$ cat src/rtl/mx_format_pkg.sv
// Shared MX format constants, packer FSM states and packed MXFP8 block types.
package mx_format_pkg;

    localparam int MX_K = 32;

    localparam int         E5M2_BIAS        = 15;
    localparam int         E5M2_EMAX        = 15;
    localparam logic [7:0] E8M0_NAN         = 8'hFF;
    localparam logic [6:0] E5M2_MAXNORM_MAG = 7'h7B;

    typedef enum logic [1:0] {
        COLLECT,
        QUANT,
        OUT
    } packer_state_e;

    typedef struct packed {
        logic       sign;
        logic [4:0] exp;
        logic [1:0] mant;
    } mxfp8_e5m2_element;

    typedef struct packed {
        logic [7:0]                         scale;
        mxfp8_e5m2_element [MX_K-1:0]       elem;
    } mxfp8_block;

endpackage

$ cat src/rtl/mx_fp32_to_e5m2.sv
// Combinational FP32 -> E5M2 element quantizer against a shared E8M0 scale.
module mx_fp32_to_e5m2
    import mx_format_pkg::*;
(
    input  logic [31:0] fp32,
    input  logic [7:0]  scale,
    output logic [7:0]  elem
);

    logic        sign;
    logic [7:0]  e;
    logic [22:0] m;
    int          t;
    int          sh;
    logic [49:0] ext;
    logic        rnd;
    logic [7:0]  mag8;
    logic [6:0]  mag;

    always_comb begin
        sign = fp32[31];
        e    = fp32[30:23];
        m    = fp32[22:0];
        t    = int'(e) - int'(scale) + E5M2_BIAS;
        sh   = 1 - t;
        ext  = '0;
        rnd  = 1'b0;
        mag8 = '0;
        mag  = '0;
        if (scale == E8M0_NAN) begin
            elem = 8'h00;
        end else if (e == 8'd0) begin
            elem = {sign, 7'd0};
        end else begin
            if (t >= 1) begin
                if (t >= 31) begin
                    mag = E5M2_MAXNORM_MAG;
                end else begin
                    rnd  = m[20] & (m[21] | (|m[19:0]));
                    mag8 = {1'b0, t[4:0], m[22:21]} + {7'd0, rnd};
                    // A rounding carry into exponent 31 would be Inf.
                    if (mag8[6:2] == 5'd31)
                        mag = E5M2_MAXNORM_MAG;
                    else
                        mag = mag8[6:0];
                end
            end else if (sh < 26) begin
                // Significand placed so bits [48:47] are the kept mantissa.
                ext  = {1'b1, m, 26'd0} >> sh;
                rnd  = ext[46] & (ext[47] | (|ext[45:0]));
                mag8 = {5'd0, ext[49:47]} + {7'd0, rnd};
                mag  = mag8[6:0];
            end
            elem = {sign, mag};
        end
    end

endmodule

$ cat src/rtl/mx_block_packer.sv
// Streaming FP32 -> MXFP8 (E5M2) block encoder: collect K, quantize, emit.
module mx_block_packer
    import mx_format_pkg::*;
#(
    parameter int K = 32
)(
    input  logic              clk,
    input  logic              rst_n,
    input  logic              in_valid,
    output logic              in_ready,
    input  logic [31:0]       in_data,
    output logic              out_valid,
    input  logic              out_ready,
    output logic [8+8*K-1:0]  out_block
);

    localparam int SIZE = 8 + 8 * K;
    localparam int CW   = $clog2(K);

    packer_state_e state_q;
    packer_state_e state_d;

    logic [CW-1:0] cnt;
    logic [CW-1:0] qi;
    logic [7:0]    max_exp;
    logic          nan_seen;
    logic [31:0]   slots [K];

    logic          accept;
    logic          last_in;
    logic          last_q;
    logic [7:0]    exp_in;
    logic [7:0]    max_nxt;
    logic          nan_nxt;
    logic [7:0]    scale_nxt;
    logic [7:0]    elem;

    mx_fp32_to_e5m2 u_conv (
        .fp32  (slots[qi]),
        .scale (out_block[SIZE-1 -: 8]),
        .elem  (elem)
    );

    always_comb begin
        in_ready  = (state_q == COLLECT);
        out_valid = (state_q == OUT);
        accept    = in_valid && in_ready;
        last_in   = (cnt == CW'(K - 1));
        last_q    = (qi == CW'(K - 1));
        exp_in    = in_data[30:23];
        max_nxt   = (exp_in > max_exp) ? exp_in : max_exp;
        nan_nxt   = nan_seen | (exp_in == 8'hFF);
        // E8M0 and FP32 share bias 127, so only the E5M2 emax offset applies.
        if (nan_nxt)
            scale_nxt = E8M0_NAN;
        else if (max_nxt <= 8'(E5M2_EMAX))
            scale_nxt = 8'd0;
        else
            scale_nxt = max_nxt - 8'(E5M2_EMAX);
    end

    always_comb begin
        state_d = state_q;
        unique case (state_q)
            COLLECT: if (accept && last_in) state_d = QUANT;
            QUANT:   if (last_q)            state_d = OUT;
            OUT:     if (out_ready)         state_d = COLLECT;
            default:                        state_d = COLLECT;
        endcase
    end

    always_ff @(posedge clk or negedge rst_n) begin
        if (!rst_n)
            state_q <= COLLECT;
        else
            state_q <= state_d;
    end

    always_ff @(posedge clk or negedge rst_n) begin
        if (!rst_n) begin
            cnt       <= '0;
            qi        <= '0;
            max_exp   <= '0;
            nan_seen  <= 1'b0;
            out_block <= '0;
        end else begin
            unique case (state_q)
                COLLECT: begin
                    if (accept) begin
                        cnt      <= cnt + 1'b1;
                        max_exp  <= max_nxt;
                        nan_seen <= nan_nxt;
                        if (last_in)
                            out_block[SIZE-1 -: 8] <= scale_nxt;
                    end
                end
                QUANT: begin
                    out_block[{qi, 3'b000} +: 8] <= elem;
                    qi <= last_q ? '0 : qi + 1'b1;
                end
                OUT: begin
                    if (out_ready) begin
                        cnt      <= '0;
                        max_exp  <= '0;
                        nan_seen <= 1'b0;
                    end
                end
                default: ;
            endcase
        end
    end

    // Payload storage needs no reset: cnt gates which slots are valid.
    always_ff @(posedge clk) begin
        if (accept)
            slots[cnt] <= in_data;
    end

endmodule
$ cat config.mk
export PLATFORM = sky130hd
export DESIGN_NAME = mx_block_packer
export DESIGN_NICKNAME = d
export VERILOG_FILES = /design/src/rtl/mx_format_pkg.sv /design/src/rtl/mx_fp32_to_e5m2.sv /design/src/rtl/mx_block_packer.sv
export SDC_FILE = /design/constraint.sdc
export NUM_CORES = 2
export LEC_CHECK = 0
export CAP_MARGIN = 0
export CORE_MARGIN = 4
export CORE_UTILIZATION = 25
export CTS_BUF_LIST = sky130_fd_sc_hd__clkbuf_16
export CTS_CLUSTER_SIZE = 8
export DETAILED_ROUTE_END_ITERATION = 7
export GPL_TIMING_DRIVEN = 0
export SLEW_MARGIN = 5
export SYNTH_ARGS = -nofsm -noshare
export SYNTH_HDL_FRONTEND = slang
export SYNTH_HIERARCHICAL = 1
export SYNTH_SLANG_ARGS = --single-unit
$ cat constraint.sdc
create_clock -name clk -period 10.3 [get_ports clk]
set_clock_uncertainty 0.05 [all_clocks]
set_input_delay 1.545 -clock clk [delete_from_list [all_inputs] [get_ports clk]]
set_output_delay 1.545 -clock clk [all_outputs]
set_load 0.03 [all_outputs]
==> reports/qor.txt <==
DPL Wire Length: 104 mm
Flop pwr share: 32.3%
Worst Path Max Fanout: 10
Post-route cell area: 0.0662 mm²
Placer Congestion: 0.823
Nets: 3,490
Die Area: 0.222 mm²
Largest net degree at the start of global routing: 112
Final wirelength: 149 mm
WHS: 430 ps
Pleak: 22.5 nW
Effective utilization at floorplan: 25.2%
Final Power: 19.0 mW
Sequential fraction of the synthesis area: 70.5%
Final setup fails: 0
Total CTS buffers: 183
Clock network power share: 28.1%
Top cell type's share of synthesized area: 57.2%
Most common cell in the netlist: edfxtp_1
Vias: 29,400
Fmax: 104 MHz
Sw frac: 37.1%
Tot GR Track Use: 13.2%
Crit path launch type: flip-flop
Syn Area/Cell: 18.6 µm²
Hold crit path type: reg -> reg
Switch Pwr: 7.04 mW
1st-iter DRT viols: 2,991
Crit path kind: reg -> reg
Vias per cell: 4.70
Pint: 11.9 mW
# port buffers: 301
Adder and majority gate portion of the synthesized area: 1.06%
First-pass GRT wire length: 216 mm
Simple-gate share of the synthesized area: 5.06%
Sinks on the clock net: 1,309
Post-CTS setup buffers: 0
Syn_nets: 2,968
Tcrit/Tclk final: 93.2%
Post-Synth XOR/XNOR Area: 0.610%
Slowest CP cell: clkbuf_1
Fin. Hold Viols: 0
Top-level I/O count: 302
Die height: 472 µm
Post-synthesis instance total: 2,887
Clock-pin slew on the worst setup and hold paths: 50 ps
Status: finished clean
Area leader, netlist: edfxtp_1
Final Max Tran Viols: 0
DR WL/cell: 23.8 µm
Combinational power share: 39.6%
DR pass1 iterations: 7
Largest cells by area after synthesis: edfxtp_1 57%, mux4_2 13%, dfrtp_1 13%
Power Density: 287 mW/mm²
Initial antenna violation count: 15
Number of flops mapped to enable cells by yosys: 1,024
Critical path arrival: 10,260 ps
Count of cell types in the netlist: 105
FP Rows: 169
Yosys reg bits: 1,309
DRT antenna net count: 0
Max-cap viol count: 0
Core Region: 0.213 mm²
Warnings from Yosys: 6
# DRC: 0
Rel. slew slack: 17.9%
CTS root buffer: clkbuf_16
Worst slew pin tran: 1230 ps
CTS tree: yes
Clk buf depth: 3
Worst VDD drop: 296 µV
Area Growth Syn to Fin: 23.2%
Min cycle time layout: 9600 ps
Async set-reset flop share out of synthesis: 21.8%
Largest family of logic cells by synthesized area: multiplexers
Prevailing post-synth register cell: edfxtp_1
DIE WIDTH: 472 µm
RSZ-0062 raised after global routing: no
Top cells by count, synth: 1,024 x edfxtp_1, 321 x mux4_2, 285 x dfrtp_1
Most used cell along the critical path: nand2_1
CP Capture Type: flip-flop
Multiplexer share of the synthesized area: 18.4%
Number of global-route vias before repair: 30,000
Slowest stage delay, CP: 750 ps
Clk_lat worst skew: 800 ps
Layout cells sized above 1: 27.0%
Global route overflow: 0
WP data required: 10,950 ps
Compound-cell area share of the yosys netlist: 2.98%
Synth Cell Area: 0.0537 mm²
Area post-placement: 0.0613 mm²
Max H-tree Level: 4
## critical path, delay by kind of cell (launching register included)
| kind | cells | cell delay (ps) |
|---|---|---|
| fa+ha+maj | 4 | 1060 |
| mux | 2 | 970 |
| simple gates | 9 | 2160 |
| flops | 1 | 410 |
| xor+xnor | 1 | 210 |
| compound gates | 6 | 1990 |
| buf+inv | 7 | 2590 |
## state kept, by name, indices dropped and copies added, names as in the netlist
| signal | count |
|---|---|
| slots | 1024 |
| max_exp | 8 |
| state_q | 2 |
| out_block | 264 |
| nan_seen | 1 |
| qi | 5 |
| cnt | 5 |
## cell type report
class / instances / area (µm²)
Clock buffer: 184 / 4600
Timing Repair Buffer: 337 / 3700
Antenna cell: 1 / 2.50
Multi-Input combinational cell: 1413 / 15400
Tap cell: 2821 / 3530
Clock inverter: 33 / 360
Buffer: 127 / 587
Inverter: 38 / 143
Sequential cell: 1309 / 37900
Fill cell: 20500 / 147000
## cells by family after synthesis
| kind of cell | count (synthesis) |
|---|---|
| DFF | 1309 |
| muxes | 562 |
| and+or+nand+nor | 546 |
| AOI/OAI and AO/OA | 229 |
| buffers and inverters | 165 |
| adders and majority gates | 45 |
| xor gates and xnor gates | 31 |
## path summary, 6_finish.rpt
check / startpoint / to / slack, ps / cells past startpoint
setup / recovery: qi[1] / out_block[89] / 700 / 29
hold / removal: out_block[213] / out_block[213] / 430 / 2
setup reg to reg: qi[1] / out_block[89] / 700 / 29
hold reg to reg: out_block[213] / out_block[213] / 430 / 2
max in group asynchronous: rst_n / out_block[106] / 8030 / 3
min in group asynchronous: rst_n / out_block[61] / 650 / 1
## stage by stage
| step | setup slack (ps) | std cells | TNS (ps) | util (%) |
|---|---|---|---|---|
| 5_1_grt | 67.3 | 6262 | 0 | 31.1 |
| 3_5_place_dp | 153 | 6045 | 0 | 28.8 |
| 6_report | 697 | 6263 | 0 | 31.1 |
| 2_1_floorplan | 3410 | 2887 | 0 | - |
| 3_3_place_gp | -4780 | 6009 | -1354070 | 28.3 |
| 4_1_cts | 101 | 6262 | 0 | 31.1 |
## power by group through the flow
stage	registers, mW	clock network, mW	logic (mW)
2_1_floorplan	6.26	0	4.82
3_3_place_gp	6.24	0	7.33
3_5_place_dp	6.22	0	7.54
4_1_cts	6.13	5.44	7.57
5_1_grt	6.14	5.69	8.07
6_report	6.13	5.33	7.51
## placed cells by master, fill, tap and decap left out, types with 30 or more instances in the layout
cell                n
a21oi_1            30
and2_1             56
buf_12             32
buf_2              49
clkbuf_1           64
clkbuf_16         184
clkdlybuf4s50_1   292
dfrtp_1           285
edfxtp_1         1024
ha_1               44
inv_1              51
mux2_2            214
mux4_2            321
nand2_1           237
nor2_1             58
nor2_4             41
o21ai_0            89
## routing by layer
layer  share of wire, %  track usage, %  vias to the layer above  routed length, µm
li1                   -               -                    12500                  -
met1                 42            17.7                    15500              63400
met2                 48            21.5                     1161              71600
met3                8.0            3.53                      196              12000
met4                1.5            2.61                       10               2300
met5              0.046               0                        -                 68
## repair_timing
action                                  4_1_cts  5_1_grt
endpoints found under the setup margin        0       28
gates resized for setup                       0        6
hold buffers                                  0        0
Note: power is estimated with default switching activity, not from simulation.
